`src/rtl/axi_tb_pkg.sv`:
```
// axi_tb_pkg: shared AXI constants, FSM state types and the command record for the crossbar bench.
package axi_tb_pkg;
   localparam logic [1:0] AXI_BURST_INCR = 2'b01;
   localparam logic [1:0] AXI_RESP_OKAY = 2'b00;
   localparam int CMD_ADDR_W = 64;
   localparam int CMD_ID_W = 16;
   typedef enum logic [1:0] {W_IDLE, W_AW, W_DATA} w_state_t;
   typedef enum logic {R_IDLE, R_AR} r_state_t;
   // Widest command any bench instance carries; narrower instances slice it.
   typedef struct packed {
      logic wr;
      logic [CMD_ADDR_W-1:0] addr;
      logic [3:0] len;
      logic [CMD_ID_W-1:0] id;
   } cmd_t;
endpackage

```
`src/rtl/axi_ostd_fifo.sv`:
```
// axi_ostd_fifo: sync FIFO of outstanding read {len, id}; push and pop may coincide even when full.
module axi_ostd_fifo #(
   parameter int DEPTH = 4,
   parameter int WIDTH = 8
) (
   input  logic             aclk,
   input  logic             aresetn,
   input  logic             srst,
   input  logic             push,
   input  logic [WIDTH-1:0] din,
   input  logic             pop,
   output logic [WIDTH-1:0] dout,
   output logic             full,
   output logic             empty
);
   localparam int AW = $clog2(DEPTH);
   logic [WIDTH-1:0] mem [DEPTH];
   logic [AW:0] wp, rp;
   logic do_push, do_pop;
   assign empty = wp == rp;
   assign full = (wp[AW] != rp[AW]) && (wp[AW-1:0] == rp[AW-1:0]);
   assign do_pop = pop && !empty;
   assign do_push = push && (!full || do_pop);
   assign dout = mem[rp[AW-1:0]];
   always_ff @(posedge aclk or negedge aresetn)
      if (!aresetn) begin
         wp <= '0;
         rp <= '0;
      end else if (srst) begin
         wp <= '0;
         rp <= '0;
      end else begin
         if (do_push) wp <= wp + (AW+1)'(1);
         if (do_pop) rp <= rp + (AW+1)'(1);
      end
   always_ff @(posedge aclk)
      if (do_push) mem[wp[AW-1:0]] <= din;
endmodule

```
`src/rtl/axi_mst_initiator.sv`:
```
// axi_mst_initiator: AXI3 master traffic initiator issuing AW+W / AR bursts from a command port.
// Define AXI_MST_RND_READY_EN to drive bready/rready from an LFSR instead of holding them high.
module axi_mst_initiator
   import axi_tb_pkg::*;
#(
   parameter int AXI_ADDR_W   = 32,
   parameter int AXI_ID_W     = 4,
   parameter int AXI_DATA_W   = 32,
   parameter int MST_OSTD_NUM = 4
) (
   input  logic                          aclk,
   input  logic                          aresetn,
   input  logic                          srst,
   input  logic                          cmd_valid,
   output logic                          cmd_ready,
   input  logic                          cmd_wr,
   input  logic [AXI_ADDR_W-1:0]         cmd_addr,
   input  logic [3:0]                    cmd_len,
   input  logic [AXI_ID_W-1:0]           cmd_id,
   output logic                          awvalid,
   input  logic                          awready,
   output logic [AXI_ADDR_W-1:0]         awaddr,
   output logic [3:0]                    awlen,
   output logic [2:0]                    awsize,
   output logic [1:0]                    awburst,
   output logic [AXI_ID_W-1:0]           awid,
   output logic                          wvalid,
   input  logic                          wready,
   output logic [AXI_ID_W-1:0]           wid,
   output logic [AXI_DATA_W-1:0]         wdata,
   output logic [AXI_DATA_W/8-1:0]       wstrb,
   output logic                          wlast,
   input  logic                          bvalid,
   output logic                          bready,
   input  logic [AXI_ID_W-1:0]           bid,
   input  logic [1:0]                    bresp,
   output logic                          arvalid,
   input  logic                          arready,
   output logic [AXI_ADDR_W-1:0]         araddr,
   output logic [3:0]                    arlen,
   output logic [2:0]                    arsize,
   output logic [1:0]                    arburst,
   output logic [AXI_ID_W-1:0]           arid,
   input  logic                          rvalid,
   output logic                          rready,
   input  logic [AXI_ID_W-1:0]           rid,
   input  logic [AXI_DATA_W-1:0]         rdata,
   input  logic [1:0]                    rresp,
   input  logic                          rlast,
   output logic [$clog2(MST_OSTD_NUM):0] wr_ostd,
   output logic [$clog2(MST_OSTD_NUM):0] rd_ostd,
   output logic                          err_flag
);
   localparam int OW = $clog2(MST_OSTD_NUM) + 1;
   localparam logic [OW-1:0] OSTD_MAX = OW'(MST_OSTD_NUM);
   w_state_t w_state;
   r_state_t r_state;
   logic [3:0] w_beat, rx_beat, head_len;
   logic [AXI_ID_W-1:0] head_id;
   logic [3+AXI_ID_W:0] head;
   logic cmd_hs, aw_hs, ar_hs, b_hs, r_hs, b_dec, fifo_pop, fifo_full, fifo_empty, b_err, r_err;
   logic unused_ok;
   assign unused_ok = ^{bid, rdata};
   assign cmd_ready = cmd_wr ? (w_state == W_IDLE && wr_ostd < OSTD_MAX) : (r_state == R_IDLE && !fifo_full);
   assign cmd_hs = cmd_valid && cmd_ready;
   assign aw_hs = awvalid && awready;
   assign ar_hs = arvalid && arready;
   assign b_hs = bvalid && bready;
   assign r_hs = rvalid && rready;
   assign awsize = 3'($clog2(AXI_DATA_W / 8));
   assign arsize = 3'($clog2(AXI_DATA_W / 8));
   assign awburst = AXI_BURST_INCR;
   assign arburst = AXI_BURST_INCR;
   assign wid = awid;
   assign wstrb = '1;
   assign wlast = w_beat == awlen;
   assign wdata = AXI_DATA_W'(awaddr) + AXI_DATA_W'(w_beat);
   always_ff @(posedge aclk or negedge aresetn)
      if (!aresetn) begin
         w_state <= W_IDLE;
         awvalid <= 1'b0;
         wvalid <= 1'b0;
      end else if (srst) begin
         w_state <= W_IDLE;
         awvalid <= 1'b0;
         wvalid <= 1'b0;
      end else case (w_state)
         W_IDLE: if (cmd_hs && cmd_wr) begin
            awaddr <= cmd_addr;
            awlen <= cmd_len;
            awid <= cmd_id;
            awvalid <= 1'b1;
            w_state <= W_AW;
         end
         W_AW: if (awready) begin
            awvalid <= 1'b0;
            wvalid <= 1'b1;
            w_beat <= '0;
            w_state <= W_DATA;
         end
         default: if (wready) begin
            if (wlast) begin
               wvalid <= 1'b0;
               w_state <= W_IDLE;
            end else w_beat <= w_beat + 4'd1;
         end
      endcase
   always_ff @(posedge aclk or negedge aresetn)
      if (!aresetn) begin
         r_state <= R_IDLE;
         arvalid <= 1'b0;
      end else if (srst) begin
         r_state <= R_IDLE;
         arvalid <= 1'b0;
      end else if (r_state == R_IDLE) begin
         if (cmd_hs && !cmd_wr) begin
            araddr <= cmd_addr;
            arlen <= cmd_len;
            arid <= cmd_id;
            arvalid <= 1'b1;
            r_state <= R_AR;
         end
      end else if (arready) begin
         arvalid <= 1'b0;
         r_state <= R_IDLE;
      end
   axi_ostd_fifo #(.DEPTH(MST_OSTD_NUM), .WIDTH(4 + AXI_ID_W)) u_fifo (
      .aclk(aclk), .aresetn(aresetn), .srst(srst),
      .push(ar_hs), .din({arlen, arid}), .pop(fifo_pop), .dout(head),
      .full(fifo_full), .empty(fifo_empty)
   );
   assign head_len = head[3+AXI_ID_W -: 4];
   assign head_id = head[AXI_ID_W-1:0];
   assign fifo_pop = r_hs && rlast && !fifo_empty;
   assign b_dec = b_hs && wr_ostd != '0;
   assign b_err = b_hs && (wr_ostd == '0 || bresp != AXI_RESP_OKAY);
   // A burst must end exactly on its recorded length, with the ID it was issued under.
   assign r_err = r_hs && (fifo_empty || rresp != AXI_RESP_OKAY || rid != head_id || rlast != (rx_beat == head_len));
   always_ff @(posedge aclk or negedge aresetn)
      if (!aresetn) begin
         wr_ostd <= '0;
         rd_ostd <= '0;
         rx_beat <= '0;
         err_flag <= 1'b0;
      end else if (srst) begin
         wr_ostd <= '0;
         rd_ostd <= '0;
         rx_beat <= '0;
         err_flag <= 1'b0;
      end else begin
         wr_ostd <= wr_ostd + OW'(aw_hs) - OW'(b_dec);
         rd_ostd <= rd_ostd + OW'(ar_hs) - OW'(fifo_pop);
         if (r_hs && !fifo_empty) rx_beat <= rlast ? 4'd0 : (rx_beat == 4'hF ? rx_beat : rx_beat + 4'd1);
         err_flag <= err_flag || b_err || r_err;
      end
`ifdef AXI_MST_RND_READY_EN
   logic [15:0] lfsr;
   always_ff @(posedge aclk or negedge aresetn)
      if (!aresetn) begin
         lfsr <= 16'hACE1;
         bready <= 1'b0;
         rready <= 1'b0;
      end else if (srst) begin
         lfsr <= 16'hACE1;
         bready <= 1'b0;
         rready <= 1'b0;
      end else begin
         lfsr <= {lfsr[14:0], lfsr[15] ^ lfsr[13] ^ lfsr[12] ^ lfsr[10]};
         bready <= lfsr[0];
         rready <= lfsr[1];
      end
`else
   always_ff @(posedge aclk or negedge aresetn)
      if (!aresetn) begin
         bready <= 1'b0;
         rready <= 1'b0;
      end else if (srst) begin
         bready <= 1'b0;
         rready <= 1'b0;
      end else begin
         bready <= 1'b1;
         rready <= 1'b1;
      end
`endif
endmodule
```
`config.mk`:
```
export PLATFORM = sky130hd
export DESIGN_NAME = axi_mst_initiator
export DESIGN_NICKNAME = d
export VERILOG_FILES = /design/src/rtl/axi_tb_pkg.sv /design/src/rtl/axi_ostd_fifo.sv /design/src/rtl/axi_mst_initiator.sv
export SDC_FILE = /design/constraint.sdc
export NUM_CORES = 1
export LEC_CHECK = 0
export ABC_AREA = 1
export CAP_MARGIN = 20
export CORE_MARGIN = 3
export CORE_UTILIZATION = 35
export CTS_CLUSTER_DIAMETER = 100
export CTS_CLUSTER_SIZE = 24
export DETAILED_ROUTE_END_ITERATION = 6
export DONT_BUFFER_PORTS = 1
export PLACE_DENSITY = 0.5
export RECOVER_POWER = 25
export SETUP_SLACK_MARGIN = 0.5
export SLEW_MARGIN = 20
export SYNTH_ARGS = -nofsm -noshare
export SYNTH_HDL_FRONTEND = slang
export SYNTH_SLANG_ARGS = --single-unit
```
`constraint.sdc`:
```
create_clock -name aclk -period 12.85 [get_ports aclk]
set_clock_uncertainty 0.1 [all_clocks]
set_input_delay 3.855 -clock aclk [delete_from_list [all_inputs] [get_ports aclk]]
set_output_delay 3.855 -clock aclk [all_outputs]
set_load 0.05 [all_outputs]
```
Word-level counts from Yosys, hierarchy flattened
Memories as Yosys holds them, arrays and structs flattened. Cells that the tools add are included.

Register bits after elaboration: 108. RAM bits: 32. Bits of input ports: 95. Output and inout port bits: 144. Word-level logic and storage cells: 142. Memories kept: 1.

Add/sub/neg operators: 9. Order comparisons: 1. Eq/ne operators: 16. Multiplexer cells: 42. Bitwise logic cells: 3. Reduce and logical (&&, ||, !) cells: 51.

Memories: u_fifo.mem (words 4, bits a word 8, read ports 1, clocked after Yosys merged registers in 0, wr ports 1, line axi_ostd_fifo.sv:17) `logic [WIDTH-1:0] mem [DEPTH];`.

Operators by type and width (count): 32-bit by 4-bit adder with 32-bit output (1); 4-bit 2-to-1 mux (7); 1-bit 2-to-1 mux (20); 1-bit logical AND (18); 3-bit 2-to-1 mux (6); 4-bit AND reduction (4); 3-bit nonzero test (5); 2-bit nonzero test (6); 2-bit 2-to-1 mux (5); 3-bit != test, second input constant (3); 4-bit by 1-bit adder with 4-bit output, second input constant (2); 4-bit equality test (2); 4-bit one-hot mux with 2 select lines (1); 4-bit nonzero test (2); 1-bit logical OR (7); 3-bit by 1-bit adder with 3-bit output (2); 3-bit by 1-bit adder with 3-bit output, second input constant (2); 6-bit AND reduction (1); 3-bit by 1-bit subtractor with 3-bit output (2); 4-bit equality test, second input constant (1); 2-bit != test, second input constant (2); 4-bit != test (1); 1-bit one-hot mux with 2 select lines (2); 2-bit one-hot mux with 2 select lines (1); 13 further kinds (19).

Longest topological paths before layout
Gate-level depths: netlist of run 1.

Depth after elaboration: 10. Mapped depth: 16. Depth with buffers taken out: 15.

Modules after synthesis
From an unflattened synthesis of run 1, not the netlist that was laid out.

Cell total of the unflattened synthesis: 617. Area, all modules: 6715.2 um^2.

By module, submodules not included: axi_mst_initiator (instances 1, cells each 478, area each 5029.8 um^2, sequential area each 2972.9 um^2); axi_ostd_fifo (instances 1, cells each 139, area each 1685.4 um^2, sequential area each 1111.1 um^2).

Worst setup path before layout of run 1
No wires, ideal clock.

Path kind: input to output. Start: input cmd_wr. End: output cmd_ready. Data arrival time: 4353 ps. Required time: 8895 ps. Setup slack: 4542 ps. Stages: 2. Path buffers: 0. Cell sequence: nor2_1 a21oi_2.

Word-level cells in the longest chain between the ends: 1.

RTL lines: start: declaration (line axi_mst_initiator.sv:16) `input logic cmd_wr,`; 1-bit 2-to-1 mux (line axi_mst_initiator.sv:64) `assign cmd_ready = cmd_wr ? (w_state == W_IDLE && wr_ostd < OSTD_MAX) : (r_state == R_IDLE && !fifo_full);`; end: declaration (line axi_mst_initiator.sv:15) `output logic cmd_ready,`.

No other way between the ends.

Final worst setup path of run 1
Ends and elaborated chain as after synthesis.

==> impl_metrics.toml, run 1 <==
[status]
status = "complete, no violations"

[clocking]
clkLatencyLatePin_ns = 0.41
cts_tree = "built"
clockRootBuffer = "clkbuf_16"
path_clk_slew_ns = 0.06
postCtsSetupBuffers = 0
cts_hold_buf = 0
clockBufferDepth = 2
cts_buffers = 17
cts_resized = 0
cts_sinks = 140
cts_max_level = 4

[logic_synthesis]
synth-edff-count = 116
synth_top_area_share_pct = 52.8
synth_cell_types = 47
async_reset_ff_share_pct = 17.1
yosys_warnings = 0
synth_top_flop_cell = "edfxtp_1"
syn_area_per_cell_um2 = 11.3
yosys-top-cells-area = "edfxtp_1, dfrtp_1, nand2_1, xor2_1, inv_1"
ys_top_cells_by_count = "nand2_1, edfxtp_1, inv_1"
ys_seq_area_share_pct = 61.9
synth.most_common_cell = "nand2_1"
synthCells = 584
synth-seq-cells = 140
yosys.area.top_type = "edfxtp_1"
synth_area_mm2 = 0.00660

[setup_path]
r2r_cells = 11
slowest_stage = "a21oi_2"
critPathLaunchType = "input pin"
criticalPathCategory = "input pin to primary output"
max_stage_delay_ns = 0.48
path_max_fanout = 4
end_kind = "primary output"
worstReg2RegEnd = "araddr[24]"
required_ns = 8.89
crit_family = "compound AO/OA/AOI/OAI gates"
cp_num_buf_inv = 0
r2r_setup_slack_ns = 9.42
crit-reg2reg-launch = "u_fifo.rp[0]"
crit_arrival_ns = 4.37
crit_chain = "nor2_1 -> a21oi_2"

[timing]
tns_ns = 0
fmax_ghz = 0.120
setup_violations = 0
period_minus_slack_ns = 8.33
worst_slack_ns = 4.52
fin_crit_sh_pct = 64.8
rsz0062_at_grt = "false"
worst_pin_slew_ns = 1.14
hold_violations = 0
report.final.slew_viol_count = 0
max_slew_margin_pct = 23.5

[worst_hold_path]
hold_depth = 2
min_path_type = "register to register"
hp-start = "w_state[0]"
worstHoldEndpoint = "w_state[0]"

[global_routing]
antenna_found_initial = 0
grt_pass1_vias = 4402
top_usage_layer = "met2"
grtUsageMet1_pct = 16.9
grt_pass1_wl_um = 24700
grt_use_total_pct = 15.9
grt_overflow = 0
grt_max_degree = 41
use_met3_pct = 8.65
use_met2_pct = 26.7

[layout]
drive_above_1_share_pct = 11.4
area_delta_synth_final_pct = 11.9
diodes = 0
fillers = 1776
fin_nets = 707

[route]
routedWlPerCell_um = 18.8
post-route-drc-count = 0
dr.first_iter.drc_count = 209
via_per_inst = 4.86
dr.pass1.iters = 5
vias = 4061
antenna_left = 0
wl_um = 15700

[floorplan]
core-area_mm2 = 0.0183
start_util_pct = 36.1
die_h_um = 143
ios = 239
num_rows = 49
fp.dieW_um = 143
die_area_mm2 = 0.0205

[placement]
gp_congestion = 0.802
port_buffers = 0
hpwl_um = 11600
post-place-ws_ns = 4.52

[job]
cap_violations = 0

[pwr]
p_leak_nw = 2.89
vdd.ir_drop.worst_mv = 0.0860
power_density_mw_per_mm2 = 162
-- routing by layer --
metal,wire length [um],up-vias
met5,0,-
met4,295,0
met3,1570,18
met1,5940,1937
met2,7930,151
li1,-,1955
-- sequential cells by signal (all words and copies together) (netlist names), 4 cells and up --
signal      flops
araddr         32
w_beat          4
rx_beat         4
awaddr         32
awid            4
arid            4
awlen           4
u_fifo.mem     32
arlen           4
-- metrics by stage --
stage	hold WS [ns]	area [um^2]	utilization, %	instances	power (mW)
after global routing	0.481	7390	40.4	835	1.24
final	0.444	7390	40.4	835	1.19
after floorplan	0.397	6650	-	596	0.686
after detailed placement	0.431	6780	37.1	804	0.705
after CTS	0.447	7380	40.4	835	1.21
after global placement	0.427	6780	37.1	804	0.703
-- kinds of logic after synthesis --
logic type                 count (synthesis)  synth area share [%]
adders and majority gates                 18                  3.75
AOI/OAI and AO/OA                         37                  3.51
and+or+nand+nor                          252                  18.4
buffers and inverters                     95                  6.97
xor gates and xnor gates                  40                  5.42
other                                      2                 0.114
DFF                                      140                  61.9
-- how the worst max path moves through the flow --
stage / end / depth (start not counted) / slack (ns) / startpoint
floorplan: cmd_ready / 2 / 4.54 / cmd_wr
global placement: cmd_ready / 2 / 4.52 / cmd_wr
detailed placement: cmd_ready / 2 / 4.52 / cmd_wr
CTS: cmd_ready / 2 / 4.52 / cmd_wr
global route: cmd_ready / 2 / 4.49 / cmd_wr
finish: cmd_ready / 2 / 4.52 / cmd_wr
-- power breakdown --
part           internal (mW)  switching (mW)  leakage, nW
registers              0.515          0.0703         1.37
clock network          0.306           0.193        0.287
logic                 0.0261          0.0834         1.23
total                  0.847           0.347         2.89
-- layout by cell type (no fill, tap or decap), types with 14 or more instances in the layout --
cell / instances
clkbuf_16: 17
conb_1: 14
dfrtp_1: 24
edfxtp_1: 116
ha_1: 15
inv_1: 65
nand2_1: 121
nand3_1: 40
nor2_1: 42
xor2_1: 29
-- cell type report --
class / count / area, um^2 / area share, %
Clock inverter: 13 / 168 / 2.27
Timing Repair Buffer: 4 / 30.0 / 0.407
Multi-Input combinational cell: 361 / 2120 / 28.7
Sequential cell: 140 / 4080 / 55.3
Clock buffer: 18 / 429 / 5.81
Inverter: 70 / 268 / 3.62
Tap cell: 229 / 287 / 3.88
Note: power is estimated with default switching activity, not from simulation.
==> inputs of run 2 (changes only) <==
==> constraint.sdc (replaced) <==
create_clock -name aclk -period 8.28 [get_ports aclk]
set_clock_uncertainty 0.1 [all_clocks]
set_input_delay 2.484 -clock aclk [delete_from_list [all_inputs] [get_ports aclk]]
set_output_delay 2.484 -clock aclk [all_outputs]
set_load 0.05 [all_outputs]
==> impl_metrics.toml, run 2 (synthesis results as in run 1) <==
[setup_path]
required_ns = 5.70
critPathLaunchType = "register"
crit_arrival_ns = 3.42
crit-reg2reg-launch = "u_fifo.rp[0]"
r2r_cells = 12
worstReg2RegEnd = "araddr[24]"
r2r_setup_slack_ns = 5.19
criticalPathCategory = "register to primary output"
path_max_fanout = 5
end_kind = "primary output"

[global_routing]
grt_pass1_wl_um = 24600
grt_pass1_vias = 4280
grt_max_degree = 41
antenna_found_initial = 0
grt_overflow = 0
grt_use_total_pct = 15.9

[clocking]
cts_buffers = 17
path_clk_slew_ns = 0.06
clkLatencyLatePin_ns = 0.42
cts_sinks = 140
cts_tree = "built"
cts_max_level = 4
cts_resized = 0
clockRootBuffer = "clkbuf_16"
cts_hold_buf = 0
postCtsSetupBuffers = 0
clockBufferDepth = 2

[worst_hold_path]
hold_depth = 2
worstHoldEndpoint = "w_state[0]"
hp-start = "w_state[0]"
min_path_type = "register to register"

[pwr]
p_leak_nw = 2.88
p_seq_share_pct = 50.5
p_int_mw = 1.27
vdd.ir_drop.worst_mv = 0.138
power_switching_share_pct = 29.1
combPwrFrac_pct = 9.6
power_switching_mw = 0.524
clockPowerShare_pct = 40.0
power_density_mw_per_mm2 = 244
power.total_mw = 1.80

[layout]
drive_above_1_share_pct = 11.1
layout_common_cells = "nand2_1, edfxtp_1, inv_1, nor2_1, nand3_1"
diodes = 0
final_common_cell = "nand2_1"
final_cell_area_mm2 = 0.00736
utilization_pct = 40.3
fillers = 1752
area_delta_synth_final_pct = 11.5
fin_nets = 708

[placement]
post-place-ws_ns = 2.58
hpwl_um = 11700
placed_area_mm2 = 0.00679
gp_congestion = 0.793
port_buffers = 0

[floorplan]
start_util_pct = 36.1
core-area_mm2 = 0.0183
die_area_mm2 = 0.0205
fp.dieW_um = 143
num_rows = 49
die_h_um = 143
ios = 239

[route]
post-route-drc-count = 0
antenna_left = 0
vias = 4084
wl_um = 15900
dr.pass1.iters = 6
routedWlPerCell_um = 19.1
dr.first_iter.drc_count = 180
via_per_inst = 4.89

[timing]
hold_violations = 0
tns_ns = 0
report.final.slew_viol_count = 0
fmax_ghz = 0.167
setup_violations = 0
period_minus_slack_ns = 6.00
worst_slack_ns = 2.28
max_slew_margin_pct = 22.8
worst_pin_slew_ns = 1.15
fin_crit_sh_pct = 72.5
rsz0062_at_grt = "false"

[job]
cap_violations = 0

[status]
status = "complete, no violations"
## run 2: changes by cell type in the layout (fill, tap and decap cells not counted)
| cell | before | now |
|---|---|---|
| clkbuf_1 | 1 | 0 |
| buf_4 | 4 | 5 |
| xnor2_2 | 2 | 3 |
| xnor2_1 | 9 | 8 |
| inv_6 | 4 | 2 |
| clkinvlp_4 | 2 | 4 |
| clkinv_1 | 0 | 4 |
| bufinv_16 | 3 | 2 |
| clkinv_2 | 2 | 1 |
| clkinv_4 | 3 | 1 |
## run 2: how the worst max path moves through the flow
stage,cells after the start,startpoint,to
floorplan,2,srst,awaddr[0]
detailed placement,6,awaddr[3],wdata[28]
finish,9,awaddr[3],wdata[24]
global placement,6,awaddr[3],wdata[28]
global route,11,awaddr[3],wdata[20]
CTS,6,awaddr[3],wdata[28]
## run 2: power by group through the flow
stage / logic, mW / clock network (mW) / registers, mW
after global placement: 0.169 / 0 / 0.922
final: 0.173 / 0.719 / 0.907
after global routing: 0.194 / 0.766 / 0.912
after floorplan: 0.156 / 0 / 0.909
after detailed placement: 0.173 / 0 / 0.923
after CTS: 0.174 / 0.737 / 0.909
## run 2: per-stage QoR
step	hold WS, ns	instances
floorplan	0.397	596
global placement	0.427	805
detailed placement	0.440	805
CTS	0.456	835
global route	0.495	835
finish	0.452	835
## run 2: critical path: stages, from the launching register on
cell	delay, ns
edfxtp_1	0.62
ha_1	0.52
nand3_1	0.12
nand2_2	0.15
nand2_4	0.08
nor2_4	0.16
inv_2	0.06
nor2_1	0.22
nand3_1	0.15
xnor2_1	0.92
## run 2: cell type report
class	count	area, um^2	share of cell area, %
inverter	70	268	3.64
clock inverter	13	128	1.73
multi-input combinational	361	2130	28.9
sequential	140	4080	55.5
clock buffer	17	425	5.78
tap	229	287	3.89
timing repair buffer	5	37.5	0.510
## run 2: metal layers
metal  global-route usage [%]  vias up  part of all wire [%]
met5                        0        -                     0
met4                     5.20        0                   1.3
met3                     8.82       17                    11
met2                     26.6      166                    50
met1                     17.4     1944                    37
li1                         -     1957                     -
==> inputs of run 3 (changes only) <==
==> constraint.sdc (replaced) <==
create_clock -name aclk -period 5.71 [get_ports aclk]
set_clock_uncertainty 0.1 [all_clocks]
set_input_delay 1.713 -clock aclk [delete_from_list [all_inputs] [get_ports aclk]]
set_output_delay 1.713 -clock aclk [all_outputs]
set_load 0.05 [all_outputs]
==> impl_metrics.toml, run 3 (synthesis results as in run 1) <==
[layout]
final_common_cell = "nand2_1"
diodes = 0
final_cell_area_mm2 = 0.00759
layout_common_cells = "nand2_1, edfxtp_1, inv_1, nor2_1, nand3_1"
area_delta_synth_final_pct = 15.0
drive_above_1_share_pct = 14.6
fin_nets = 733

[clocking]
cts_tree = "built"
cts_hold_buf = 0
cts_sinks = 140
cts_resized = 0
cts_buffers = 17
postCtsSetupBuffers = 0
clkLatencyLatePin_ns = 0.41
clockRootBuffer = "clkbuf_16"
path_clk_slew_ns = 0.06
clockBufferDepth = 2
cts_max_level = 4

[floorplan]
fp.dieW_um = 143
core-area_mm2 = 0.0183
num_rows = 49
die_h_um = 143
die_area_mm2 = 0.0205
start_util_pct = 36.1
ios = 239

[global_routing]
grt_use_total_pct = 15.8
grt_pass1_vias = 4459
grt_overflow = 0
grt_max_degree = 41
grt_pass1_wl_um = 24500
antenna_found_initial = 0

[job]
cap_violations = 0

[setup_path]
critPathLaunchType = "register"
crit_arrival_ns = 3.01
end_kind = "primary output"
required_ns = 3.90
path_max_fanout = 5
r2r_cells = 11
criticalPathCategory = "register to primary output"

[placement]
hpwl_um = 11700
gp_congestion = 0.858
placed_area_mm2 = 0.00698
port_buffers = 0

[timing]
period_minus_slack_ns = 4.82
tns_ns = 0
rsz0062_at_grt = "false"
max_slew_margin_pct = 26.4
report.final.slew_viol_count = 0
setup_violations = 0
hold_violations = 0
whs_ns = 0.449
fmax_ghz = 0.207
fin_crit_sh_pct = 84.5
worst_pin_slew_ns = 1.10

[route]
wl_um = 15700
vias = 4132
dr.pass1.iters = 4
post-route-drc-count = 0
via_per_inst = 4.80
routedWlPerCell_um = 18.2
dr.first_iter.drc_count = 174
antenna_left = 0

[pwr]
p_leak_nw = 3.02
p_seq_share_pct = 48.5
power_density_mw_per_mm2 = 357
clockPowerShare_pct = 41.9
power_switching_share_pct = 28.0
power_switching_mw = 0.760
p_int_mw = 1.95
combPwrFrac_pct = 9.6
vdd.ir_drop.worst_mv = 0.185

[status]
status = "complete, no violations"

[worst_hold_path]
min_path_type = "register to register"
hold_depth = 2
[run 3: changes by cell type in the layout (fill, tap and decap cells not counted), sizes merged]
cell	previous run	this run
buf	5	30
bufinv	2	4
clkinvlp	4	2
clkbuf	17	18
clkinv	6	7
inv	71	70
[run 3: per-stage QoR]
step | std cells | total power, mW | worst slack (ns) | utilization (%)
after floorplan | 596 | 1.54 | 1.00 | -
after CTS | 861 | 2.75 | 0.813 | 41.5
after global placement | 830 | 1.59 | 1.30 | 38.2
after global routing | 861 | 2.83 | 0.701 | 41.5
final | 861 | 2.71 | 0.886 | 41.5
after detailed placement | 830 | 1.60 | 1.28 | 38.2
[run 3: cell type report]
cell class | instances | area [um^2]
fillers | 1747 | 10700
well taps | 229 | 287
inverters | 70 | 268
clock inverters | 13 | 175
multi-input cells | 361 | 2120
flip-flops and latches | 140 | 4080
repair buffers | 30 | 225
clock buffers | 18 | 429
[run 3: power groups by stage]
| stage | Clock, mW | Combinational (mW) | Sequential, mW |
|---|---|---|---|
| final | 1.13 | 0.260 | 1.32 |
| after CTS | 1.17 | 0.264 | 1.32 |
| after global routing | 1.22 | 0.293 | 1.32 |
| after detailed placement | 0 | 0.263 | 1.34 |
| after floorplan | 0 | 0.226 | 1.32 |
| after global placement | 0 | 0.256 | 1.34 |
[run 3: critical path, stage by stage, from the launching register on]
cell and delay (ns):
edfxtp_1 0.62, ha_1 0.53, nand3_1 0.12, nand2_2 0.16, nor4b_1 0.55, nand2_1 0.20
xnor2_1 0.18, buf_4 0.22
[run 3: per-layer routing]
metal  track usage (%)  part of all wire [%]
met2              27.2                    51
met5                 0                     0
met4              4.56                   1.1
met1              16.9                    37
met3              8.59                    11
[run 3: final timing paths]
path	startpoint	slack (ns)	to
min reg2reg	w_state[0]	0.45	w_state[0]
min in group asynchronous	aresetn	0.90	rx_beat[0]
max in group asynchronous	aresetn	4.53	wvalid
max reg2reg	u_fifo.rp[0]	1.92	araddr[4]
max	awaddr[3]	0.89	wdata[28]
min	w_state[0]	0.45	w_state[0]
